==> src/rtl/mxv_pkg.sv <==
// Shared constants, command codes and sequencer states for the matrix-by-vector command front end.
// Also holds the expected LEN for each command, which depends on the current dimension N.
package mxv_pkg;

    localparam int DW    = 8;
    localparam int MAX_N = 8;

    localparam logic [7:0] SOF = 8'hFE;
    localparam logic [7:0] EOF = 8'hEF;

    typedef enum logic [2:0] {
        CMD_NONE   = 3'd0,
        CMD_SET_N  = 3'd1,
        CMD_RESEND = 3'd2,
        CMD_START  = 3'd3,
        CMD_LOAD_M = 3'd4,
        CMD_LOAD_V = 3'd5
    } cmd_e;

    typedef enum logic [2:0] {
        S_IDLE,
        S_LEN,
        S_CMD,
        S_PAYLOAD,
        S_EOF,
        S_EXEC,
        S_WAIT_DONE
    } state_e;

    // LEN counts CMD plus payload, so every legal value is at least 1.
    function automatic logic [7:0] expected_len(input cmd_e cmd, input logic [3:0] n);
        logic [7:0] n8;
        n8 = {4'd0, n};
        case (cmd)
            CMD_SET_N:             expected_len = 8'd2;
            CMD_RESEND, CMD_START: expected_len = 8'd1;
            CMD_LOAD_M:            expected_len = n8 * n8 + 8'd1;
            CMD_LOAD_V:            expected_len = n8 + 8'd1;
            default:               expected_len = 8'd0;
        endcase
    endfunction

endpackage

==> src/rtl/mxv_frame_timeout.sv <==
// Mid-frame inactivity timer: reloads on every received byte, counts down while a frame is open.
// Latency: expire is combinational from the count; a reload in the same cycle always suppresses it.
// Backpressure: none, a pure observer of the byte strobe.
module mxv_frame_timeout #(
    parameter int TIMEOUT = 50000
) (
    input  logic clk,
    input  logic rst,
    input  logic reload,
    input  logic run,
    output logic expire
);

    localparam int CW = $clog2(TIMEOUT + 1);

    logic [CW-1:0] cnt_q;

    always_ff @(posedge clk) begin
        if (rst || reload) begin
            cnt_q <= CW'(TIMEOUT - 1);
        end else if (run && cnt_q != '0) begin
            cnt_q <= cnt_q - CW'(1);
        end
    end

    assign expire = run && !reload && (cnt_q == '0);

endmodule

==> src/rtl/mxv_cmd_sequencer.sv <==
// Frame parser/sequencer: decodes UART command frames, routes payload into row/vector FIFOs, fires start/resend.
// Latency: pushes and all pulses are registered, one cycle after the byte or state that causes them.
// Backpressure: none on rx; frames arriving while a compute runs are rejected with err.
module mxv_cmd_sequencer #(
    parameter int DW      = mxv_pkg::DW,
    parameter int MAX_N   = mxv_pkg::MAX_N,
    parameter int TIMEOUT = 50000
) (
    input  logic             clk,
    input  logic             rst,
    input  logic [DW-1:0]    rx_data,
    input  logic             rx_valid,
    input  logic             mxv_done,
    output logic [DW-1:0]    fifo_data,
    output logic [MAX_N:0]   push_sel,
    output logic             fifo_clr,
    output logic [3:0]       n_cfg,
    output logic             mxv_start,
    output logic             resend,
    output logic [2:0]       cmd_code,
    output logic             busy,
    output logic             err
);

    import mxv_pkg::*;

    localparam int PW = MAX_N + 1;

    state_e         state_q, state_nxt;
    cmd_e           cmd_q, cmd_nxt;
    logic [DW-1:0]  len_q, len_nxt;
    logic [DW-1:0]  rem_q, rem_nxt;
    logic [DW-1:0]  narg_q, narg_nxt;
    logic [3:0]     col_q, col_nxt;
    logic [3:0]     row_q, row_nxt;
    logic           m_ok, m_ok_nxt;
    logic           v_ok, v_ok_nxt;
    logic [3:0]     n_nxt;
    logic [2:0]     code_nxt;
    logic           busy_nxt;
    logic [DW-1:0]  data_nxt;
    logic [PW-1:0]  push_nxt;
    logic           clr_nxt, start_nxt, resend_nxt, err_nxt;

    logic           tmo_run, tmo_expire;
    logic           cmd_legal;
    cmd_e           rx_cmd;

    assign tmo_run   = (state_q == S_LEN) || (state_q == S_CMD) ||
                       (state_q == S_PAYLOAD) || (state_q == S_EOF);
    assign cmd_legal = (rx_data >= DW'(1)) && (rx_data <= DW'(5));
    assign rx_cmd    = cmd_e'(rx_data[2:0]);

    mxv_frame_timeout #(.TIMEOUT(TIMEOUT)) u_timeout (
        .clk    (clk),
        .rst    (rst),
        .reload (rx_valid),
        .run    (tmo_run),
        .expire (tmo_expire)
    );

    always_comb begin
        state_nxt  = state_q;
        cmd_nxt    = cmd_q;
        len_nxt    = len_q;
        rem_nxt    = rem_q;
        narg_nxt   = narg_q;
        col_nxt    = col_q;
        row_nxt    = row_q;
        m_ok_nxt   = m_ok;
        v_ok_nxt   = v_ok;
        n_nxt      = n_cfg;
        code_nxt   = cmd_code;
        busy_nxt   = busy;
        data_nxt   = fifo_data;
        push_nxt   = '0;
        clr_nxt    = 1'b0;
        start_nxt  = 1'b0;
        resend_nxt = 1'b0;
        err_nxt    = 1'b0;

        case (state_q)
            S_IDLE: begin
                if (rx_valid && rx_data == DW'(SOF)) state_nxt = S_LEN;
            end
            S_LEN: begin
                if (rx_valid) begin
                    if (rx_data == '0) begin
                        err_nxt   = 1'b1;
                        state_nxt = S_IDLE;
                    end else begin
                        len_nxt   = rx_data;
                        state_nxt = S_CMD;
                    end
                end
            end
            S_CMD: begin
                if (rx_valid) begin
                    if (!cmd_legal || len_q != DW'(expected_len(rx_cmd, n_cfg))) begin
                        err_nxt   = 1'b1;
                        state_nxt = S_IDLE;
                    end else begin
                        cmd_nxt   = rx_cmd;
                        rem_nxt   = len_q - DW'(1);
                        col_nxt   = '0;
                        row_nxt   = '0;
                        state_nxt = (len_q == DW'(1)) ? S_EOF : S_PAYLOAD;
                        if (rx_cmd == CMD_LOAD_M) begin
                            clr_nxt  = 1'b1;
                            m_ok_nxt = 1'b0;
                        end
                        if (rx_cmd == CMD_LOAD_V) begin
                            clr_nxt  = 1'b1;
                            v_ok_nxt = 1'b0;
                        end
                    end
                end
            end
            S_PAYLOAD: begin
                if (rx_valid) begin
                    data_nxt = rx_data;
                    case (cmd_q)
                        CMD_LOAD_M: begin
                            push_nxt = PW'(1) << row_q;
                            // Row-major walk: column wraps at N-1 and bumps the row.
                            if (col_q == n_cfg - 4'd1) begin
                                col_nxt = '0;
                                row_nxt = row_q + 4'd1;
                            end else begin
                                col_nxt = col_q + 4'd1;
                            end
                        end
                        CMD_LOAD_V: push_nxt = PW'(1) << MAX_N;
                        CMD_SET_N:  narg_nxt = rx_data;
                        default:    ;
                    endcase
                    rem_nxt = rem_q - DW'(1);
                    if (rem_q == DW'(1)) state_nxt = S_EOF;
                end
            end
            S_EOF: begin
                if (rx_valid) begin
                    if (rx_data == DW'(EOF)) begin
                        state_nxt = S_EXEC;
                    end else begin
                        err_nxt   = 1'b1;
                        clr_nxt   = 1'b1;
                        m_ok_nxt  = 1'b0;
                        v_ok_nxt  = 1'b0;
                        state_nxt = S_IDLE;
                    end
                end
            end
            S_EXEC: begin
                state_nxt = S_IDLE;
                code_nxt  = cmd_q;
                case (cmd_q)
                    CMD_SET_N: begin
                        if (narg_q < DW'(2) || narg_q > DW'(MAX_N)) begin
                            err_nxt  = 1'b1;
                            code_nxt = cmd_code;
                        end else begin
                            n_nxt    = narg_q[3:0];
                            clr_nxt  = 1'b1;
                            m_ok_nxt = 1'b0;
                            v_ok_nxt = 1'b0;
                        end
                    end
                    CMD_LOAD_M: m_ok_nxt   = 1'b1;
                    CMD_LOAD_V: v_ok_nxt   = 1'b1;
                    CMD_RESEND: resend_nxt = 1'b1;
                    CMD_START: begin
                        if (m_ok && v_ok) begin
                            start_nxt = 1'b1;
                            busy_nxt  = 1'b1;
                            state_nxt = S_WAIT_DONE;
                        end else begin
                            err_nxt  = 1'b1;
                            code_nxt = cmd_code;
                        end
                    end
                    default: code_nxt = cmd_code;
                endcase
            end
            S_WAIT_DONE: begin
                // A new frame start during compute is flagged; any other byte is dropped.
                if (rx_valid && rx_data == DW'(SOF)) err_nxt = 1'b1;
                if (mxv_done) begin
                    busy_nxt  = 1'b0;
                    state_nxt = S_IDLE;
                end
            end
            default: state_nxt = S_IDLE;
        endcase

        if (tmo_expire) begin
            err_nxt   = 1'b1;
            clr_nxt   = 1'b1;
            m_ok_nxt  = 1'b0;
            v_ok_nxt  = 1'b0;
            push_nxt  = '0;
            state_nxt = S_IDLE;
        end
    end

    always_ff @(posedge clk) begin
        if (rst) begin
            state_q   <= S_IDLE;
            cmd_q     <= CMD_NONE;
            len_q     <= '0;
            rem_q     <= '0;
            narg_q    <= '0;
            col_q     <= '0;
            row_q     <= '0;
            m_ok      <= 1'b0;
            v_ok      <= 1'b0;
            n_cfg     <= 4'd2;
            cmd_code  <= 3'd0;
            busy      <= 1'b0;
            fifo_data <= '0;
            push_sel  <= '0;
            fifo_clr  <= 1'b0;
            mxv_start <= 1'b0;
            resend    <= 1'b0;
            err       <= 1'b0;
        end else begin
            state_q   <= state_nxt;
            cmd_q     <= cmd_nxt;
            len_q     <= len_nxt;
            rem_q     <= rem_nxt;
            narg_q    <= narg_nxt;
            col_q     <= col_nxt;
            row_q     <= row_nxt;
            m_ok      <= m_ok_nxt;
            v_ok      <= v_ok_nxt;
            n_cfg     <= n_nxt;
            cmd_code  <= code_nxt;
            busy      <= busy_nxt;
            fifo_data <= data_nxt;
            push_sel  <= push_nxt;
            fifo_clr  <= clr_nxt;
            mxv_start <= start_nxt;
            resend    <= resend_nxt;
            err       <= err_nxt;
        end
    end

endmodule

==> config.mk <==
export PLATFORM = sky130hd
export DESIGN_NAME = mxv_cmd_sequencer
export DESIGN_NICKNAME = d
export VERILOG_FILES = /design/src/rtl/mxv_pkg.sv /design/src/rtl/mxv_frame_timeout.sv /design/src/rtl/mxv_cmd_sequencer.sv
export SDC_FILE = /design/constraint.sdc
export NUM_CORES = 1
export LEC_CHECK = 0
export ABC_AREA = 1
export CORE_UTILIZATION = 55
export DETAILED_ROUTE_END_ITERATION = 8
export GPL_ROUTABILITY_DRIVEN = 1
export PLACE_DENSITY = 0.76
export SLEW_MARGIN = 30
export SYNTH_ARGS = -nofsm -noshare
export SYNTH_HDL_FRONTEND = slang
export SYNTH_SLANG_ARGS = --single-unit
==> constraint.sdc <==
create_clock -name clk -period 3.39 [get_ports clk]
set_clock_uncertainty 0.15 [all_clocks]
set_input_delay 1.017 -clock clk [delete_from_list [all_inputs] [get_ports clk]]
set_output_delay 1.017 -clock clk [all_outputs]
set_load 0.02 [all_outputs]
Yosys cells after proc, flatten, opt, wreduce, memory -nomap -nowiden

Cells that the tools add are included.
Widths: inputs -> output; s select.

Input bits: 12
Bits in writable memories: 0
Register bits: 85
Logic and storage cells: 197
Memory bits (read-only): 0
Output and inout bits: 29
Latch bits: 0
Memories kept: 0

Equality and inequality tests: 42
$lt $le $gt $ge: 4
Muxes and demuxes: 74
Div/mod/pow operators: 0
$mul: 1
Reductions and logical operators: 41
Bitwise gates (word level): 7
Add/sub/neg operators: 8
Shift-type cells: 1

Operator list:

| cell                  | count |
|---|---|
| $mux 3                | 14 |
| $mux 8                | 5 |
| $mux 4                | 8 |
| $pmux 8 s4            | 1 |
| $mux 1                | 31 |
| $ne 2x2->1 const B    | 12 |
| $eq 3x3->1 const B    | 7 |
| $pmux 3 s7            | 1 |
| $eq 3x2->1 const B    | 6 |
| $pmux 9 s2            | 1 |
| $eq 8x1->1 const B    | 2 |
| $eq 8x8->1 const B    | 2 |
| $logic_not 16->1      | 1 |
| $pmux 4 s2            | 2 |
| $pmux 8 s2            | 1 |
| $reduce_and 8->1      | 2 |
| $reduce_bool 16->1    | 1 |
| $sub 16x1->16 const B | 1 |
| $sub 8x1->8 const B   | 2 |
| $reduce_and 3->1      | 4 |
| $reduce_and 4->1      | 3 |
| $ne 2x1->1 const B    | 5 |
| $eq 3x1->1 const B    | 3 |
| $pmux 1 s3            | 3 |
| 33 further kinds      | 60 |

Depth between registers and ports, before layout

Word-level depth: 11
Gate-level depth with buffers: 20
Mapped depth without buffers: 18

By module

From an unflattened synthesis, not the netlist that was laid out.

Cell total of the unflattened synthesis: 764
Area, all modules: 5152.4 sq um

By module, submodules not included:

| module            | cells an instance | seq. area each (sq um) | area an instance (sq um) | instances |
|---|---|---|---|---|
| mxv_cmd_sequencer | 612               | 1381.3                 | 4155.2                   | 1 |
| mxv_frame_timeout | 152               | 320.3                  | 997.2                    | 1 |

Least setup slack after synthesis

OpenSTA, ideal clock, no wires.

Path type: reg2reg
Start point: reg n_cfg[0]
End point: reg col_q[0]
Arrival: 2.445 ns
Path buffers: 1
Stages on the path, launching flop included: 17
Period minus slack after synthesis: 2.708 ns
Slack: 0.682 ns
Setup time: 0.113 ns
Required time: 3.127 ns
Cells stage by stage: dfxtp_1 > inv_1 > nor3_1 > ha_1 > nand3_1 > nand3_1 > nand2_1 > nand3_1 > nand2_1 > nand3_1 > nor2_1 > nand4_2 > nand2_2 > buf_6 > nand2_1 > o21ai_1 > nor2_1

Word-level cells in the longest chain between the ends: 9
Elaborated cells on any way between the ends: 16
Those cells by class: 3 x add/sub; 1 x mul; 3 x eq/ne; 7 x mux; 2 x reduce/logical

RTL lines:

| element                           | RTL line                 | text |
|---|---|---|
| start, declared                   | mxv_cmd_sequencer.sv:17  | `output logic [3:0] n_cfg,` |
| start signal, assigned            | mxv_cmd_sequencer.sv:236 | `n_cfg <= n_nxt;` |
| $mul 4x4->8                       | mxv_pkg.sv:37            | `CMD_LOAD_M: expected_len = n8 * n8 + 8'd1;` |
| $add 8x1->8                       | mxv_pkg.sv:37            |  |
| $pmux 8 s4                        | mxv_pkg.sv:34            | `case (cmd)` |
| $mux 8                            | mxv_cmd_sequencer.sv:98  | `if (rx_valid) begin` |
| $mux 8                            | mxv_cmd_sequencer.sv:82  | `case (state_q)` |
| $ne 8x8->1                        | mxv_cmd_sequencer.sv:99  | `if (!cmd_legal \|\| len_q != DW'(expected_len(rx_cmd, n_cfg))) begin` |
| $logic_or 1x1->1                  | mxv_cmd_sequencer.sv:99  |  |
| $ne 2x2->1 (no source line)       | -                        |  |
| $reduce_and 5->1 (no source line) | -                        |  |
| end signal, assigned              | mxv_cmd_sequencer.sv:232 | `col_q <= col_nxt;` |
| end, declared                     | mxv_cmd_sequencer.sv:34  | `logic [3:0] col_q, col_nxt;` |

Several ways; a longest one is shown, not always the timed one. The select of a mux whose other input is x is not followed.
A chain may end at the register's enable or synchronous reset.

Worst setup path after layout

Start point: in rx_data[2]
End point: reg rem_q[7]

Word-level cells in the longest chain between the ends: 9
Elaborated cells on any way between the ends: 17
Those cells by class: 2 x order compare; 7 x eq/ne; 3 x mux; 5 x reduce/logical

RTL lines:

| element                               | RTL line                 | text |
|---|---|---|
| start, declared                       | mxv_cmd_sequencer.sv:11  | `input logic [DW-1:0] rx_data,` |
| $eq 3x2->1                            | mxv_pkg.sv:34            |  |
| $reduce_or 2->1                       | mxv_pkg.sv:34            |  |
| $pmux 8 s4                            | mxv_pkg.sv:34            |  |
| $mux 8                                | mxv_cmd_sequencer.sv:98  |  |
| $mux 8                                | mxv_cmd_sequencer.sv:82  |  |
| $ne 8x8->1                            | mxv_cmd_sequencer.sv:99  |  |
| $logic_or 1x1->1 (*)                  | mxv_cmd_sequencer.sv:99  |  |
| $ne 2x2->1 (no source line) (*)       | -                        |  |
| $reduce_and 4->1 (no source line) (*) | -                        |  |
| end signal, assigned                  | mxv_cmd_sequencer.sv:230 | `rem_q <= rem_nxt;` |
| end, declared                         | mxv_cmd_sequencer.sv:32  | `logic [DW-1:0] rem_q, rem_nxt;` |

Every way passes the cells marked *; elsewhere a longest branch is shown, timed or not. The select of a mux whose other input is x is not followed.

==> results.md <==
- R2R Setup Slk: ~0.32 ns
- Crit path top cell by count: nand2_1
- Critical path peak fanout: 9
- CTS tree: done
- Clock Sinks: 85
- Setup violations, final: 0
- Drt wl/cell: around 14 um
- H-Tree Depth: 3
- Postcts setup bufs: 0
- Layout cell share with drive strength beyond 1: a little under a tenth
- DR DRC count: 0
- RSZ-0062 raised after global routing: false
- Worst Hold End: fifo_data[7]
- Met3 WL: between 700 and 800 um
- DP HPWL: 10,200 um
- Sw Ratio: 28.4%
- Crit path arrival time: between 3 and 4 ns
- Max clock buf depth: 2
- Net count, final: approximately 840
- Initial antenna violation count: 0
- Register area share after synthesis: 34.2%
- Register share of total power: approximately 53%
- FILL cells: 788
- Worst Tran Pin Value: between 0.6 and 0.7 ns
- Area Overhead vs Synth: 16.7%
- Pwr dens: approximately 330 nW/um^2
- Final Hold Vio Count: 0
- Unique masters post-synth: 44
- TritonRoute pass-1 iters: 5
- Maximum vdd ir drop: 199 uV
- Final worst slack: roughly 0.25 ns
- Comb pwr share: 10.9%
- Hold_sp: fifo_data[7]
- DP Worst Slack: -0.0588 ns
- Final wirelength: 13,300 um
- RD Place Congestion: 0.943
- Critical path class: in -> reg
- Max frequency: about 320 MHz
- Hold Path Class: reg -> reg
- Simple-gate share of the synthesized area: between 30% and 40%
- Compound-Gate Fraction of Synth Area: 14.2%
- Number of global-route vias before repair: ~4,800
- Core box area: 8760 um^2
- WHS Path Cells: 2
- Period utilization: 92.6%
- Synthesized flop and latch total: 85
- Die X: about 100 um
- Tot GR Track Use: ~29%
- Reg-to-Reg Start: n_cfg[2]
- I/O Pins: between 40 and 50
- Initial core utilization: 56.8%
- Reg2Reg Depth: 16
- Die Area: approximately 9400 um^2
- GR Overflow Total: 0
- Max Cap Violations: 0
- Port Buffers: 40
- FP Rows: 34
- Max stage delay cell, worst path: clkdlybuf4s50_1
- Status: complete, no violations
- Crit. End Element: flop
- Clock-pin slew on the worst setup and hold paths: around 0.10 ns
- P_int: ~0.0014 W
- Met2 wire length: just over 6000 um
- Clock power share: 36.3%
- Synthesized area: between 4000 and 5000 um^2
- Synth Area in XOR/XNOR: 2.46%
- Largest family of logic cells by synthesized area: simple AND/OR/NAND/NOR gates
- Clock period minus worst slack: 3.14 ns
- Initial DRC Count: 341
- WL met1: just over 6000 um
- First-pass GRT wire length: between 20,000 and 25,000 um
- Via/cell ratio: between 5 and 6
- WP data required: around 3.5 ns
- Hold Buf Count CTS: 0
- CTS buffer count: 9
- LEAKAGE: 2.49 nW
- Synthesized netlist net count: between 700 and 800
- Root buffer cell: clkbuf_8
- Clock Latency Late Sink: 0.36 ns
- Syn_area_per_cell: between 6 and 7 um^2
- Largest net degree at the start of global routing: 19
- Critical path's largest stage delay: 0.66 ns
- Final cell count without fillers: a little over 900
- Die Y: ~97 um
- Slew HR: a little under three fifths
- Routed Antenna Nets: 0
- PostCTS Resize Cnt: 0
- Commonest non-fill, non-tap cells in the layout: nand2_1 (158), inv_1 (97), dfxtp_1 (85), nor2_1 (84), nand3_1 (65)
- Pins Over Slew Limit: 0
- ANT cells: 0
- Highest metal used: met4
- Crit start category: input port
- Mux contribution to synthesized area: 0%
- Post-Syn Instances: roughly 750
- Psw: 0.000547 W
- Inst Count DP: ~900
- Synth warn: 0
- Synth Area in Adders: roughly 5.4%
- Worst-path cell chain: clkdlybuf4s50_1, inv_1, nand2_1, nand2_1, nor2_1, inv_1, a21oi_1, nand3_1, nor2_1, nand3_1, nand2_2, nand2_1, nor2_4, nand2_1, a21oi_1
- Most common library cell in the layout ignoring fill and taps: nand2_1
- Via count: 5,150
- FF-to-FF End: rem_q[7]
area by class of cell:
| cell class | instances | area [um^2] | area share (%) |
|---|---|---|---|
| clock buffers | 11 | 141 | 2.43 |
| clock inverters | 5 | 42.5 | 0.732 |
| inverters | 105 | 394 | 6.78 |
| multi-input cells | 539 | 2800 | 48.2 |
| flip-flops and latches | 85 | 1700 | 29.3 |
| well taps | 108 | 135 | 2.33 |
| repair buffers | 66 | 596 | 10.3 |
cell usage after synthesis (all sizes together):
cell | n | area share [%]
nand2 | 164 | 13
inv | 105 | 7.9
nor2 | 91 | 7.6
dfxtp | 85 | 34
nand3 | 68 | 7.1
a21oi | 61 | 6.2
o21ai | 46 | 4.7
nand4 | 22 | 2.9
ha | 20 | 5.0
nor3 | 15 | 1.7
clkbuf | 9 | 0.68
xor2 | 9 | 1.6
buf | 8 | 1.0
nor4 | 8 | 1.0
a211oi | 7 | 1.1
o211ai | 5 | 0.75
xnor2 | 5 | 0.88
or2 | 4 | 0.50
a22oi | 2 | 0.30
nand3b | 2 | 0.30
a2111oi | 1 | 0.18
a21o | 1 | 0.15
a2bb2oi | 1 | 0.18
a31oi | 1 | 0.13
fa | 1 | 0.40
nor3b | 1 | 0.15
o2111ai | 1 | 0.18
o21a | 1 | 0.15
o22ai | 1 | 0.13
o31ai | 1 | 0.15
per-stage QoR:
step / setup TNS (ns) / instance area [um^2] / hold WS [ns] / utilization [%] / total power, W
after floorplan: 0 / 4980 / 0.289 / - / 0.00117
after global placement: 0 / 5630 / 0.302 / 64.2 / 0.00124
after detailed placement: -0.274 / 5630 / 0.305 / 64.2 / 0.00125
after CTS: 0 / 5810 / 0.324 / 66.3 / 0.00193
after global routing: 0 / 5810 / 0.339 / 66.3 / 0.00199
final: 0 / 5810 / 0.320 / 66.3 / 0.00193
routing by layer:
metal | GRT usage [%] | vias up
met4 | 9.87 | 0
met1 | 39.9 | 2384
met5 | 0 | -
li1 | - | 2571
met3 | 3.60 | 22
met2 | 46.6 | 173
logic make-up after synthesis:
kind of cell	after synthesis
buffers and inverters	122
and+or+nand+nor	375
AOI/OAI and AO/OA	129
xor gates and xnor gates	14
DFF	85
adders and majority gates	21
flip-flops by register name (all words and copies together), names as in the netlist, 3 cells and up:
name             count
u_timeout.cnt_q     16
push_sel             9
fifo_data            8
len_q                8
narg_q               8
rem_q                8
col_q                4
n_cfg                4
row_q                4
cmd_code             3
cmd_q                3
state_q              3
worst max-delay path, delay by kind of cell:
kind	cells	cell delay [ns]
AOI/OAI and AO/OA	2	0.27
buffers and inverters	3	0.81
and+or+nand+nor	10	1.17
power groups by stage:
stage	combinational [W]	clock, W	sequential [W]
after floorplan	0.000132	0	0.00104
after global placement	0.000203	0	0.00104
after detailed placement	0.000205	0	0.00104
after CTS	0.000206	0.000711	0.00102
after global routing	0.000230	0.000744	0.00102
final	0.000210	0.000700	0.00102
worst max path at each step:
stage / from / to / slack, ns
after global routing: n_cfg[2] / rem_q[4] / 0.01
final: rx_data[2] / rem_q[7] / 0.25
after detailed placement: rx_data[2] / rem_q[7] / -0.06
after floorplan: n_cfg[0] / col_q[0] / 0.68
after global placement: rx_data[2] / err / 0.03
after CTS: rx_data[2] / rem_q[7] / 0.31
Power figures use the tool's default switching activity.
